--- src/rtl/intersection_sequencer.sv ---
// Phase-handshake initiator: alternates vehicle and pedestrian responders with an all-red gap,
// latches pedestrian requests and trips a watchdog on stalled handshakes.
module intersection_sequencer #(
  parameter int DIV_FACTOR  = 10,
  parameter int SECUNDE_GAP = 2,
  parameter int TIMEOUT_SEC = 40
) (
  input  logic       clk,
  input  logic       rst_n,
  input  logic       run,
  input  logic       buton_pieton,
  input  logic       auto_done,
  input  logic       ped_done,
  output logic       auto_enable,
  output logic       auto_clear,
  output logic       ped_enable,
  output logic       ped_clear,
  output logic       rosu_total,
  output logic       cerere_pieton,
  output logic       eroare,
  output logic [1:0] faza
);

  localparam int SEC_MAX = (SECUNDE_GAP > TIMEOUT_SEC) ? SECUNDE_GAP : TIMEOUT_SEC;
  localparam int PW      = (DIV_FACTOR > 1) ? $clog2(DIV_FACTOR) : 1;
  localparam int SW      = $clog2(SEC_MAX + 1);

  typedef enum logic [2:0] {
    IDLE, AUTO_REQ, AUTO_CLR, GAP_A, PED_REQ, PED_CLR, GAP_P, ERR
  } state_t;

  state_t          r_state;
  state_t          w_next;
  logic [PW-1:0]   r_presc;
  logic [SW-1:0]   r_sec;
  logic            r_btnPrev;
  logic            w_tick;
  logic            w_counting;
  logic            w_gapEnd;
  logic            w_timeout;
  logic            w_reqSet;
  logic            w_reqClr;

  assign w_tick     = (r_presc == PW'(DIV_FACTOR - 1));
  assign w_counting = (r_state != IDLE) && (r_state != ERR);
  assign w_gapEnd   = w_tick && (r_sec == SW'(SECUNDE_GAP - 1));
  assign w_timeout  = w_tick && (r_sec == SW'(TIMEOUT_SEC - 1));

  // A completed handshake takes priority over a watchdog expiry landing on the same edge.
  always_comb begin
    w_next = r_state;
    case (r_state)
      IDLE:     if (run) w_next = AUTO_REQ;
      AUTO_REQ: if (auto_done) w_next = AUTO_CLR;
                else if (w_timeout) w_next = ERR;
      AUTO_CLR: if (!auto_done) w_next = GAP_A;
                else if (w_timeout) w_next = ERR;
      GAP_A:    if (w_gapEnd) begin
                  if (!run) w_next = IDLE;
                  else if (cerere_pieton) w_next = PED_REQ;
                  else w_next = AUTO_REQ;
                end
      PED_REQ:  if (ped_done) w_next = PED_CLR;
                else if (w_timeout) w_next = ERR;
      PED_CLR:  if (!ped_done) w_next = GAP_P;
                else if (w_timeout) w_next = ERR;
      GAP_P:    if (w_gapEnd) w_next = run ? AUTO_REQ : IDLE;
      ERR:      if (!run) w_next = IDLE;
      default:  w_next = IDLE;
    endcase
  end

  assign w_reqSet = buton_pieton && !r_btnPrev && (r_state != PED_REQ);
  assign w_reqClr = (w_next == PED_REQ) && (r_state != PED_REQ);

  // Outputs are decoded from the next state so they are registered yet still Moore.
  always_ff @(posedge clk or negedge rst_n) begin
    if (!rst_n) begin
      r_state       <= IDLE;
      r_presc       <= '0;
      r_sec         <= '0;
      r_btnPrev     <= 1'b0;
      cerere_pieton <= 1'b0;
      auto_enable   <= 1'b0;
      auto_clear    <= 1'b0;
      ped_enable    <= 1'b0;
      ped_clear     <= 1'b0;
      rosu_total    <= 1'b1;
      eroare        <= 1'b0;
      faza          <= 2'd0;
    end else begin
      r_state   <= w_next;
      r_btnPrev <= buton_pieton;

      if ((w_next != r_state) || !w_counting) begin
        r_presc <= '0;
        r_sec   <= '0;
      end else if (w_tick) begin
        r_presc <= '0;
        r_sec   <= r_sec + SW'(1);
      end else begin
        r_presc <= r_presc + PW'(1);
      end

      if (w_reqClr)      cerere_pieton <= 1'b0;
      else if (w_reqSet) cerere_pieton <= 1'b1;

      auto_enable <= (w_next == AUTO_REQ);
      auto_clear  <= (w_next == AUTO_CLR);
      ped_enable  <= (w_next == PED_REQ);
      ped_clear   <= (w_next == PED_CLR);
      rosu_total  <= (w_next == IDLE) || (w_next == GAP_A) || (w_next == GAP_P) || (w_next == ERR);
      eroare      <= (w_next == ERR);
      case (w_next)
        AUTO_REQ, AUTO_CLR: faza <= 2'd1;
        PED_REQ, PED_CLR:   faza <= 2'd2;
        ERR:                faza <= 2'd3;
        default:            faza <= 2'd0;
      endcase
    end
  end

endmodule
--- config.mk ---
export PLATFORM = sky130hd
export DESIGN_NAME = intersection_sequencer
export DESIGN_NICKNAME = d
export VERILOG_FILES = /design/src/rtl/intersection_sequencer.sv
export SDC_FILE = /design/constraint.sdc
export NUM_CORES = 1
export LEC_CHECK = 0
export CORE_MARGIN = 2
export CORE_UTILIZATION = 40
export CTS_CLUSTER_SIZE = 10
export DETAILED_ROUTE_END_ITERATION = 6
export GPL_ROUTABILITY_DRIVEN = 0
export HOLD_SLACK_MARGIN = 0.15
export SLEW_MARGIN = 20
export SYNTH_ARGS = -nofsm -noshare
export SYNTH_HDL_FRONTEND = slang
export SYNTH_SLANG_ARGS = --single-unit
--- constraint.sdc ---
create_clock -name clk -period 3.4 [get_ports clk]
set_input_delay 0.68 -clock clk [delete_from_list [all_inputs] [get_ports clk]]
set_output_delay 0.68 -clock clk [all_outputs]
set_load 0.02 [all_outputs]
Word-level counts from Yosys, hierarchy flattened
Cells that the tools add are included.
W data, S select, Z words.
{"block": "word_totals", "input_bits": 6, "word_cells": 73, "reg_bits": 23, "output_inout_bits": 9}
{"block": "classes", "n_reduce_logical": 19, "addsub": 2, "muxes": 20, "eq_ne": 20}
{"cell": "$mux W3", "count": 11}
{"cell": "$eq A3 B3 Y1 const B", "count": 8}
{"cell": "$pmux W3 S8", "count": 1}
{"cell": "$eq A3 B2 Y1 const B", "count": 4}
{"cell": "$mux W6", "count": 2}
{"cell": "$mux W4", "count": 2}
{"cell": "$add A6 B1 Y6 const B", "count": 1}
{"cell": "$eq A3 B1 Y1 const B", "count": 2}
{"cell": "$eq A6 B1 Y1 const B", "count": 1}
{"cell": "$eq A6 B6 Y1 const B", "count": 1}
{"cell": "$logic_and A1 B1 Y1", "count": 6}
{"cell": "$logic_not A3 Y1", "count": 2}
{"cell": "$ne A3 B3 Y1 const B", "count": 2}
{"cell": "$pmux W2 S3", "count": 1}
{"cell": "$add A4 B1 Y4 const B", "count": 1}
{"cell": "$eq A4 B4 Y1 const B", "count": 1}
{"cell": "$logic_or A1 B1 Y1", "count": 4}
{"cell": "$reduce_bool A2 Y1", "count": 2}
{"cell": "$reduce_or A2 Y1", "count": 2}
{"cell": "$mux W1", "count": 3}
{"cell": "$ne A3 B3 Y1", "count": 1}
{"cell": "$reduce_bool A3 Y1", "count": 1}
{"cell": "$logic_not A1 Y1", "count": 2}

Longest topological paths before layout
Gate-level depths: netlist of the first run.
{"block": "logic_depth", "word_depth": 9, "depth_mapped": 9, "ltp_nobuf": 9}

Least setup slack after synthesis of the first run
OpenSTA, ideal clock, no wires.
{"block": "synth_timing", "path_kind": "input to register", "from": "in run", "to": "reg r_presc[2]", "path_slack_ns": 1.186, "required_time_ns": 3.262, "stages": 8, "arrival_time_ns": 2.076, "path_cell_list": "clkbuf_1 nand4_1 o311ai_1 a221o_1 buf_6 mux2_4 a31oi_4 nor3_1"}
{"block": "synth_via", "elab_chain_cells": 6}
{"element": "start: declaration", "line_no": "10", "rtl": "input logic run,"}
{"element": "$mux W3", "line_no": "59", "rtl": "if (!run) w_next = IDLE;"}
{"element": "$mux W3", "line_no": "58", "rtl": "GAP_A: if (w_gapEnd) begin"}
{"element": "$pmux W3 S8 *", "line_no": "52", "rtl": "case (r_state)"}
{"element": "via w_next[1]", "line_no": "33", "rtl": "state_t w_next;"}
{"element": "$ne A3 B3 Y1 *", "line_no": "95", "rtl": "if ((w_next != r_state) || !w_counting) begin"}
{"element": "$logic_or A1 B1 Y1 *", "line_no": "95"}
{"element": "$mux W4 *", "line_no": "95"}
{"element": "end signal: assignment", "line_no": "102", "rtl": "r_presc <= r_presc + PW'(1);"}
{"element": "end: declaration", "line_no": "34", "rtl": "logic [PW-1:0] r_presc;"}
The timed path passes the listed nets; every way through them passes the cells marked *.
A chain may end at the register's enable or synchronous reset.

Worst setup path in the final report of the first run
{"block": "layout_timing", "from": "in auto_done", "to": "reg r_presc[2]"}
{"block": "layout_via", "elab_chain_cells": 5}
{"element": "start: declaration", "line_no": "12", "rtl": "input logic auto_done,"}
{"element": "$mux W3 (on tied branches)", "line_no": "56, 54"}
{"element": "$pmux W3 S8 *", "line_no": "52"}
{"element": "$ne A3 B3 Y1 *", "line_no": "95"}
{"element": "$logic_or A1 B1 Y1 *", "line_no": "95"}
{"element": "$mux W4 *", "line_no": "95"}
Mark *: on every way between the ends. The rest lies on a longest branch, timed or not.

==> impl_metrics.tcl, run 1 <==
set metrics [dict create \
    port_buffers 14 \
    path_delay_family "compound AO/OA/AOI/OAI gates" \
    period_minus_slack_ps 2700 \
    grt_max_degree 24 \
    antenna_left 0 \
    dieHeight_um 62.5 \
    crit_required_ps 3590 \
    synth-edff-count 0 \
    cts_tree "done" \
    viasPerCell 5.46 \
    setup.worst_path.start_class "input pin" \
    dr.pass1.iters 4 \
    worstSkewPairLatency_ps 310 \
    rsz0062_at_grt "no" \
    cts_setup_buffers 0 \
    path_max_fanout 10 \
    wire_per_inst_um 13.7 \
    crit_path_max_incr_delay_ps 610 \
    syn_to_final_growth_pct 14.0 \
    maxSlewHeadroom_pct 55.4 \
    root_buffer "clkbuf_4" \
    cp_cell_sequence "clkdlybuf4s50_1 > maj3_1 > nor2_1 > a311oi_1 > nand3_1 > a31oi_4 > nor3_1" \
    initial_core_util_pct 41.3 \
    clock_skew_ps 4.58 \
    nNetsFinal 165 \
    ys_ff_latch 23 \
    whs_ps 318 \
    ys_warn_count 0 \
    fmax_mhz 371 \
    fin_tns_setup_ps 0 \
    fp.dieW_um 62.5 \
    synth_area_leader_cell "dfrtp_1" \
    post_cts_resized 0 \
    drt_iter0_markers 180 \
    r2r_slack_ps 880 \
    place_ws_ps 386 \
    avgSynthCellArea_um2 9.70 \
    finalCritPeriodShare_pct 79.3 \
    cts.sinks 23 \
    cts_buffer_depth 2 \
    grt_pass1_vias 1067 \
    routed_wl_um 2750 \
    finalSetupViolCount 0 \
    ios 15 \
    p_total_w 0.000904 \
    synth-async-reset-ratio_pct 100 \
    rows 21 \
    cap_violations 0 \
    syn_nets 151 \
    cts_max_level 1 \
    drcViolationCount 0 \
    worst_path_max_delay_cell "clkdlybuf4s50_1" \
    cp-end-kind "register" \
    outcome "finished clean" \
    final_max_slew_viol_count 0 \
    final_hold_viol_count 0 \
    grt_usage_pct 15.9 \
    final_common_cell "dfrtp_1" \
    crit_type "in -> reg" \
    grt_pass1_wl_um 5080 \
    seq_area_um2 577 \
    layout_setup_ws_ps 703 \
    synthCells 141 \
    ys_seq_area_share_pct 42.2 \
    cts.clk_slew.worst_paths_ps 130 \
    holdCritPathClass "in -> async" \
    antenna_cells 0 \
    tightest_slew_ps 665 \
    most-common-layout-cells "dfrtp_1, nor2_1, clkdlybuf4s50_1" \
    cp.arrival_ps 2890 \
    leakage_nw 0.648 \
    dp_hpwl_um 2010 \
    powerDensity_nw_per_um2 580 \
    die_area_um2 3900 \
    grt_antenna_before_repair 0 \
    holdBufCountCts 0 \
    final_util_pct 47.1 \
    synth_top_cell_area_share_pct 40.3 \
    multi_input_area_um2 721 \
    crit_buf_inv 1 \
    ys.flop_type "dfrtp_1" \
    syn_area_um2 1370 \
    drive_gt1_share_pct 13.0 \
    fillCellCount 338 \
    dr_total_vias 1091 \
    cts_made_buffers 3 \
    synth_cell_types 47 \
    core_um2 3310 \
    grt_overflow 0 \
    ir_drop_mv 0.312 \
    yosys-top-cells-area "dfrtp_1, ha_1, nor2_1, a21oi_1, nand3_1" \
]
-- per-layer routing --
metal | wire length (µm) | global-route usage, % | vias up
met3 | 152 | 2.52 | 4
met1 | 1310 | 23.6 | 514
met2 | 1240 | 23.3 | 29
li1 | - | - | 544
met5 | 0 | 0 | -
met4 | 50 | 6.11 | 0
-- Yosys cell counts, types with 3 or more instances --
cell type,instances
inv_1,7
o31ai_1,3
xnor2_1,3
ha_1,4
xor2_1,3
a21oi_1,8
nand3_1,7
nand3b_1,3
nand4_1,4
nor3_1,7
nor2_1,13
nand2b_1,3
dfrtp_1,22
a31oi_1,3
nand2_1,8
o21ai_0,3
-- cells by family (layout without fill, tap and decap cells) --
kind of cell | count (synthesis) | count (layout) | share of synthesized area, %
adder cells (fa/ha/maj) | 5 | 5 | 4.39
AO/OA/AOI/OAI | 34 | 34 | 19.7
multiplexers | 1 | 1 | 1.10
AND/OR/NAND/NOR | 58 | 58 | 23.7
XOR/XNOR | 6 | 6 | 3.84
flip-flops | 23 | 23 | 42.2
buffers and inverters | 14 | 27 | 5.12
-- worst paths after layout --
kind / start / end / depth (start not counted)
max: auto_done / r_presc[2] / 7
min: rst_n / r_sec[1] / 1
max reg2reg: r_presc[1] / r_presc[2] / 9
min reg2reg: r_presc[0] / r_presc[0] / 1
max in group asynchronous: rst_n / rosu_total / 1
min in group clk: r_presc[0] / r_presc[0] / 1
-- flip-flops by register name, indices dropped and copies added, names as in the netlist --
signal / flops
eroare: 1
faza: 2
ped_clear: 1
r_sec: 6
rosu_total: 1
auto_enable: 1
r_state: 3
r_presc: 4
auto_clear: 1
ped_enable: 1
cerere_pieton: 1
r_btnPrev: 1
-- area by class of cell --
type	count	share of cell area, %
clock inverter	1	0.321
inverter	7	1.69
sequential	23	37.0
tap	46	3.69
clock buffer	3	1.44
timing repair buffer	16	9.63
multi-input combinational	104	46.2
-- power breakdown --
group / switching (W) / total, W / internal [W] / leakage, nW
Sequential: 0.0000620 / 0.000392 / 0.000330 / 0.293
Clock: 0.0000819 / 0.000126 / 0.0000439 / 0.0177
Combinational: 0.000213 / 0.000387 / 0.000174 / 0.337
Total: 0.000357 / 0.000904 / 0.000548 / 0.648
-- per-stage QoR --
step	area [µm²]	cells
floorplan	1370	141
global placement	1540	196
detailed placement	1540	196
CTS	1560	200
global route	1560	200
finish	1560	200
(Power assumes the default switching activity.)
==> run 2, diff against run 1 <==
- clock period: 3.4 -> 2.5 ns (I/O delays scaled with it)
==> impl_metrics.tcl, run 2 (synthesis gave the netlist of run 1 again) <==
set metrics [dict create \
    final_util_pct 51.1 \
    postPlaceCellArea_um2 1640 \
    ios 15 \
    viasPerCell 5.44 \
    min_from "r_presc[0]" \
    cts_max_level 1 \
    tightest_slew_ps 418 \
    root_buffer "clkbuf_4" \
    port_buffers 14 \
    initial_core_util_pct 41.3 \
    startpoint "r_sec[0]" \
    dieHeight_um 62.5 \
    regMostFlops "r_sec" \
    fmax_mhz 426 \
    fillCellCount 319 \
    cts_setup_buffers 0 \
    instances_no_fill 215 \
    holdBufCountCts 0 \
    cts_made_buffers 3 \
    min_path_cells 1 \
    final_hold_viol_count 0 \
    period_minus_slack_ps 2350 \
    grt_pass1_wl_um 5130 \
    dr_total_vias 1170 \
    finalInstanceArea_um2 1690 \
    cts_buffer_depth 2 \
    antenna_cells 0 \
    routed_wl_um 2910 \
    post_cts_resized 0 \
    worstSkewPairLatency_ps 300 \
    grt_usage_pct 16.1 \
    crit_type "reg -> reg" \
    powerDensity_nw_per_um2 787 \
    path_max_fanout 6 \
    syn_to_final_growth_pct 23.6 \
    finalCritPeriodShare_pct 93.8 \
    wire_per_inst_um 13.5 \
    cp.arrival_ps 2540 \
    final_max_slew_viol_count 0 \
    core_um2 3310 \
    dp_hpwl_um 2140 \
    finalSetupViolCount 0 \
    grt_pass1_vias 1153 \
    fp.dieW_um 62.5 \
    p_total_w 0.00133 \
    drt_iter0_markers 126 \
    ir_drop_mv 0.361 \
    maxSlewHeadroom_pct 71.7 \
    r2r_slack_ps 150 \
    worst_path_max_delay_cell "dfrtp_1" \
    cts.clk_slew.worst_paths_ps 120 \
    grt_overflow 0 \
    crit_required_ps 2700 \
    setup.worst_path.start_class "register" \
    dr.pass1.iters 4 \
    rows 21 \
    cap_violations 0 \
    holdCritPathClass "reg -> reg" \
    cts_tree "done" \
    whs_ps 521 \
    most-common-layout-cells "dfrtp_1, buf_4, clkdlybuf4s50_1" \
    largest_reg_flops 6 \
    cp_cell_sequence "ha_1 > nand3_1 > nor3_1 > o311ai_1 > buf_4 > a221o_1 > a31oi_4 > nor2_1" \
    leakage_nw 0.717 \
    crit_path_max_incr_delay_ps 440 \
    final_common_cell "dfrtp_1" \
    reg2reg_from "r_sec[0]" \
    cp-end-kind "register" \
    nNetsFinal 180 \
    rsz0062_at_grt "no" \
    grt_antenna_before_repair 0 \
    grt_max_degree 24 \
    antenna_left 0 \
    reg2regPathDepth 8 \
    outcome "finished clean" \
    reg_top3 "r_sec x6, r_presc x4, r_state x3" \
    dp.cells 210 \
    drive_gt1_share_pct 20.1 \
    cts.sinks 23 \
    clock_skew_ps 1.44 \
    die_area_um2 3900 \
    drcViolationCount 0 \
]
[run 2: cell count changes in the layout (fill, tap and decap cells not counted)]
cell,change
buf_4,+14
buf_2,-1
a31oi_4,+1
clkdlybuf4s50_1,+1
[run 2: metrics by stage]
step	TNS, ps	worst slack (ps)
2_1_floorplan	0	389
3_3_place_gp	-679	-73.3
3_5_place_dp	-849	-94.8
4_1_cts	0	149
5_1_grt	0	15.9
6_report	0	154
[run 2: layout make-up]
type,instances,area [µm²],area share (%)
well taps,46,57.6,3.40
multi-input cells,105,742,43.9
clock inverters,1,5.00,0.296
inverters,7,26.3,1.55
clock buffers,3,22.5,1.33
flip-flops and latches,23,577,34.1
repair buffers,30,260,15.4
[run 2: final timing paths]
kind                                    to
min in group asynchronous       r_presc[0]
worst min-delay path            r_presc[0]
worst max register to register    r_sec[4]
max in group asynchronous       rosu_total
worst max-delay path              r_sec[4]
worst min register to register  r_presc[0]
[run 2: per-layer routing]
metal,vias up,routed length [µm],global-route usage [%]
met5,-,0,0
met2,25,1340,25.1
met1,560,1410,22.8
li1,581,-,-
met3,4,114,2.16
met4,0,39,5.83
[run 2: report_power, final]
part           internal (W)  switching, W  total [W]
registers          0.000448     0.0000777   0.000526
logic              0.000306      0.000330   0.000636
clock network     0.0000596      0.000108   0.000168
total              0.000814      0.000516    0.00133
[run 2: worst max-delay path: cells and delay by family, from the launching register on]
kind / cells / cell delay, ps
compound gates: 3 / 860
flops: 1 / 440
buf+inv: 1 / 180
simple gates: 3 / 530
fa+ha+maj: 1 / 220
==> run 3, diff against run 2 <==
- ABC_AREA: default -> 0
- CAP_MARGIN: default -> 20
==> results of run 3 <==
Same layout as run 2: the final DEF is identical, and so are final timing and power.
